`config.mk`:
```
export PLATFORM = sky130hd
export DESIGN_NAME = cp0_reg
export DESIGN_NICKNAME = d
export VERILOG_FILES = /design/src/rtl/cp0_reg.sv
export SDC_FILE = /design/constraint.sdc
export NUM_CORES = 1
export LEC_CHECK = 0
export CORE_MARGIN = 5
export CORE_UTILIZATION = 30
export DETAILED_ROUTE_END_ITERATION = 12
export PLACE_DENSITY_LB_ADDON = 0.08
export SYNTH_ARGS = -nofsm -noshare
export SYNTH_HDL_FRONTEND = slang
export SYNTH_SLANG_ARGS = --single-unit
```
`constraint.sdc`:
```
create_clock -name clk -period 4.84 [get_ports clk]
set_clock_uncertainty 0.15 [all_clocks]
set_input_delay 0.484 -clock clk [delete_from_list [all_inputs] [get_ports clk]]
set_output_delay 0.484 -clock clk [all_outputs]
set_load 0.02 [all_outputs]
```
`src/rtl/cp0_reg.sv`:
```
// cp0_reg: Coprocessor-0 register file.
//   Receives the write-back CP0 write channel, supplies CP0 read data to the
//   execute stage, runs the Count/Compare timer and records exception state
//   reported by the memory stage.
// Ports:
//   clk, rst                 clock, synchronous active-high reset
//   we_i/waddr_i/data_i      CP0 write channel from write-back
//   raddr_i / data_o         CP0 read register number / combinational read data
//   int_i                    external hardware interrupt lines (-> Cause.IP[7:2])
//   excepttype_i             exception report from memory stage (0 = none)
//   current_inst_addr_i      PC of the excepting instruction
//   is_in_delayslot_i        excepting instruction sits in a delay slot
//   count_o..prid_o          architectural register contents
//   timer_int_o              timer interrupt level, held until Compare is written
module cp0_reg #(
  parameter logic [31:0] PRID_VALUE   = 32'h004c0102,
  parameter logic [31:0] CONFIG_VALUE = 32'h00008000,
  parameter logic [31:0] STATUS_RESET = 32'h10000000
) (
  input  logic        clk,
  input  logic        rst,
  input  logic        we_i,
  input  logic [4:0]  waddr_i,
  input  logic [31:0] data_i,
  input  logic [4:0]  raddr_i,
  input  logic [5:0]  int_i,
  input  logic [31:0] excepttype_i,
  input  logic [31:0] current_inst_addr_i,
  input  logic        is_in_delayslot_i,
  output logic [31:0] data_o,
  output logic [31:0] count_o,
  output logic [31:0] compare_o,
  output logic [31:0] status_o,
  output logic [31:0] cause_o,
  output logic [31:0] epc_o,
  output logic [31:0] config_o,
  output logic [31:0] prid_o,
  output logic        timer_int_o
);

  localparam logic [4:0] REG_COUNT   = 5'd9;
  localparam logic [4:0] REG_COMPARE = 5'd11;
  localparam logic [4:0] REG_STATUS  = 5'd12;
  localparam logic [4:0] REG_CAUSE   = 5'd13;
  localparam logic [4:0] REG_EPC     = 5'd14;
  localparam logic [4:0] REG_PRID    = 5'd15;
  localparam logic [4:0] REG_CONFIG  = 5'd16;

  // Software-writable Cause bits: IV[23], WP[22], IP[1:0] (bits 9:8).
  localparam logic [31:0] CAUSE_WR_MASK = 32'h00C0_0300;

  logic        exc_valid;
  logic        exc_eret;
  logic [4:0]  exc_code;
  logic [31:0] cause_merge;

  assign config_o = CONFIG_VALUE;
  assign prid_o   = PRID_VALUE;

  assign cause_merge = (cause_o & ~CAUSE_WR_MASK) | (data_i & CAUSE_WR_MASK);

  // Exception decode: the recognised report codes map to their ExcCode;
  // only the interrupt report (1) differs from its low five bits.
  always_comb begin
    exc_valid = 1'b0;
    exc_code  = 5'd0;
    exc_eret  = (excepttype_i == 32'h0000_000e);
    case (excepttype_i)
      32'h0000_0001: begin exc_valid = 1'b1; exc_code = 5'h00; end
      32'h0000_0008: begin exc_valid = 1'b1; exc_code = 5'h08; end
      32'h0000_000a: begin exc_valid = 1'b1; exc_code = 5'h0a; end
      32'h0000_000c: begin exc_valid = 1'b1; exc_code = 5'h0c; end
      32'h0000_000d: begin exc_valid = 1'b1; exc_code = 5'h0d; end
      default: ;
    endcase
  end

  always_ff @(posedge clk) begin
    if (rst) begin
      count_o     <= 32'd0;
      compare_o   <= 32'd0;
      status_o    <= STATUS_RESET;
      cause_o     <= 32'd0;
      epc_o       <= 32'd0;
      timer_int_o <= 1'b0;
    end else begin
      count_o <= (we_i && waddr_i == REG_COUNT) ? data_i : count_o + 32'd1;

      // A Compare write acknowledges the timer, even on a matching cycle.
      if (we_i && waddr_i == REG_COMPARE) begin
        compare_o   <= data_i;
        timer_int_o <= 1'b0;
      end else if (compare_o != 32'd0 && count_o == compare_o) begin
        timer_int_o <= 1'b1;
      end

      cause_o[15:10] <= int_i;

      // Exception/eret reports take priority over software writes to
      // Status, Cause and EPC on the same edge.
      if (exc_valid) begin
        status_o[1]  <= 1'b1;
        cause_o[6:2] <= exc_code;
        if (!status_o[1]) begin
          epc_o      <= is_in_delayslot_i ? current_inst_addr_i - 32'd4
                                          : current_inst_addr_i;
          cause_o[31] <= is_in_delayslot_i;
        end
      end else if (exc_eret) begin
        status_o[1] <= 1'b0;
      end else if (we_i) begin
        case (waddr_i)
          REG_STATUS: status_o <= data_i;
          REG_EPC:    epc_o    <= data_i;
          REG_CAUSE: begin
            cause_o[9:8]   <= data_i[9:8];
            cause_o[23:22] <= data_i[23:22];
          end
          default: ;
        endcase
      end
    end
  end

  // Read port with write-through so the execute stage sees a same-cycle
  // write-back result without a pipeline bubble.
  always_comb begin
    data_o = 32'd0;
    case (raddr_i)
      REG_COUNT:   data_o = (we_i && waddr_i == REG_COUNT)   ? data_i : count_o;
      REG_COMPARE: data_o = (we_i && waddr_i == REG_COMPARE) ? data_i : compare_o;
      REG_STATUS:  data_o = (we_i && waddr_i == REG_STATUS)  ? data_i : status_o;
      REG_CAUSE:   data_o = (we_i && waddr_i == REG_CAUSE)   ? cause_merge : cause_o;
      REG_EPC:     data_o = (we_i && waddr_i == REG_EPC)     ? data_i : epc_o;
      REG_PRID:    data_o = PRID_VALUE;
      REG_CONFIG:  data_o = CONFIG_VALUE;
      default:     data_o = 32'd0;
    endcase
  end

endmodule

```
==> metrics.yaml <==
outcome: "completed"
worst_setup_path_endpoint: "data_o[4]"
synthesis.instances: 1201
buffer_ports.inserted: 291
cap_viol_max_count: 0
vias_per_cell: 5.342
drt_first_iter_violations: 869
detailed_route_via_count: 9925
detail_route.drc_violations: 0
unrepaired_setup_endpoints_after_global_routing: "false"
row_count: 65
root_buffer: "sky130_fd_sc_hd__clkbuf_16"
cp.required_ns: 4.21
dp_worst_setup_slack_ns: 0.3858
die_area_um2: 35210
total_routing_resource_utilization_after_global_routing_pct: 22.78
max_freq_ghz: 0.2171
synth-edff-count: 0
n_fill_cell: 3211
layout.nets: 1560
routedWlPerCell_um: 22.69
r2r_start: "count_o[0]"
yosysSeqAreaShare_pct: 30.45
period_share_pct: 95.16
dp_hpwl_mm: 32.38
drive_gt1_share_pct: 6.804
globalRouteOverflowTotal: 0
holdCritPathClass: "register to register"
hold_viol_final: 0
netlist.area_leader.share_pct: 30.45
crit_arrival_ns: 3.97
globalplace.congestion: 0.8930
firstDrtPassIters: 5
most_frequently_used_flop_master_after_synthesis: "sky130_fd_sc_hd__dfxtp_1"
maximum_number_of_pins_on_one_net_before_global_route_repair: 62
critPathCaptureType: "output pin"
synth.distinct_cells: 61
path_cells: "clkdlybuf4s50_1 > nor4bb_1 > nand2_2 > buf_4 > mux2i_1 > o22ai_1 > a21oi_1 > o21ai_0 > clkdlybuf4s50_1"
post_synth_instance_area_um2: 9468
timing.setup.tns_ns: 0
detail_route.wirelength_mm: 42.16
drt.antenna.violating_nets: 0
slew_headroom_pct: 19.71
period_minus_slack_ns: 4.606
path_clk_slew_ns: 0.07
fp.dieW_um: 187.7
most_area_hungry_cell_type_in_the_yosys_netlist: "sky130_fd_sc_hd__dfxtp_1"
synth.avg_cell_area_um2: 7.883
power.density_cell_area_nw_per_um2: 227.7
crit_type: "primary input to output pin"
async_reset_ff_share_pct: 0
cts_tree: "built"
i_o_pin_count: 373
cts_buffer_depth: 2
ys.warnings.count: 0
setup.worst_path.start: "waddr_i[3]"
synth.top_cells.by_area: "sky130_fd_sc_hd__dfxtp_1 30%, sky130_fd_sc_hd__mux2i_1 11%, sky130_fd_sc_hd__buf_4 6.5%"
cts_repair_resize_count: 0
synth.ff_latch_count: 144
global_route_wire_length_before_repair_mm: 62.13
finalSetupViolCount: 0
clock_latency_of_the_later_clocked_register_in_the_worst_skew_pair_ns: 0.43
numCtsBuffers: 17
ir_drop_mv: 0.2088
max_slew.worst_pin.slew_ns: 1.188
final-max-slew-violation-count: 0
grt_antenna_before_repair: 1
placeableCoreArea_um2: 31390
timing.rr.end: "count_o[22]"
synth_top_cells_by_count: "159 x sky130_fd_sc_hd__nand2_1, 144 x sky130_fd_sc_hd__dfxtp_1, 110 x sky130_fd_sc_hd__nor2_1, 103 x sky130_fd_sc_hd__mux2i_1, 90 x sky130_fd_sc_hd__a21oi_1"
synthToLayoutAreaGrowth_pct: 37.27
postLayoutCoreUtil_pct: 41.40
cts_htree_levels: 4
layoutNonFillerInstCount: 1858
start_util_pct: 30.16
critical-path-max-stage-delay_ns: 0.96
crit_path_max_fanout: 14
clkSinkCount: 144
die_height_um: 187.7
postLayoutSetupSlackWorst_ns: 0.2341
power.static_leakage_uw: 0.005074
placedCellCount: 1825
synth_most_common_cell: "sky130_fd_sc_hd__nand2_1"
r2r_setup_slack_ns: 2.02
setup.worst_path.start_class: "primary input"
r2r.worst_path.cells: 7
post_cts_buffers: 0
postCtsHoldBufs: 0
crit_top_cell: "sky130_fd_sc_hd__clkdlybuf4s50_1"
cell_with_the_biggest_individual_delay_on_the_critical_path: "sky130_fd_sc_hd__nor4bb_1"
number_of_global_route_vias_before_repair: 9356
[metrics by stage]
step	total power (uW)	hold slack, ns	instance area (um2)
global placement	1676	0.3090	12440
global route	3058	0.3635	13000
floorplan	1490	0.3915	9764
detailed placement	1676	0.3243	12440
CTS	2971	0.3339	12990
finish	2959	0.3311	13000
[layout by cell type (no fill, tap or decap), drive strengths merged, types with 17 or more instances in the layout]
cell type      count
xnor2             22
xor2              50
o211ai            22
dfxtp            144
nand4             20
o221a             17
a21oi             90
nand3             26
nor4              38
nand2            160
o221ai            32
clkbuf            17
nor2             110
inv               18
clkdlybuf4s50    290
o21ai             34
mux2i            103
buf               28
conb              81
[power by group]
group / switching [uW] / total [uW] / internal (uW) / leakage, uW
sequential: 23.7 / 1220 / 1200 / 0.00116
combinational: 261 / 432 / 170 / 0.00364
clock: 630 / 1310 / 675 / 0.000271
[state kept, by name (all words and copies together), names as in the netlist]
signal and flops:
cause_o 15, compare_o 32, count_o 32, epc_o 32, status_o 32, timer_int_o 1
[cells by family (layout without fill, tap and decap cells)]
kind of cell,count (synthesis),after routing,synth area share [%]
simple gates,426,426,21.67
flops,144,144,30.45
mux,105,105,11.13
xor+xnor,72,72,6.660
fa+ha+maj,2,2,0.2643
buf+inv,184,359,10.69
compound gates,266,266,19.06
other cells,2,82,0.07932
[worst min-delay path by stage]
stage                          start    endpoint  slack [ns]  cells past startpoint
final                      epc_o[24]   epc_o[24]        0.33                      2
after global routing      cause_o[4]  cause_o[4]        0.36                      2
after CTS                 cause_o[4]  cause_o[4]        0.33                      2
after detailed placement  cause_o[4]  cause_o[4]        0.32                      2
after global placement      epc_o[9]    epc_o[9]        0.31                      2
after floorplan            epc_o[31]   epc_o[31]        0.39                      2
[routing by layer]
layer  GRT usage [%]  wire length, um
met1           32.20            19230
met4           5.590              820
met3           5.287             3406
met5               0                0
met2           35.21            18700
[worst max-delay path: cells and delay by family]
kind,cells,cell delay (ns)
simple gates,2,1.35
mux,1,0.17
buf+inv,3,1.40
compound gates,3,0.55
[cell type report]
class | count | area (um2) | share of cell area [%]
antenna | 1 | 2.502 | 0.01925
inverter | 9 | 33.78 | 0.2599
sequential | 144 | 2883 | 22.18
tap | 402 | 503.0 | 3.870
multi-input combinational | 952 | 5898 | 45.38
clock buffer | 17 | 425.4 | 3.273
timing repair buffer | 318 | 3126 | 24.05
clock inverter | 15 | 125.1 | 0.9627
(Power assumes the default switching activity.)
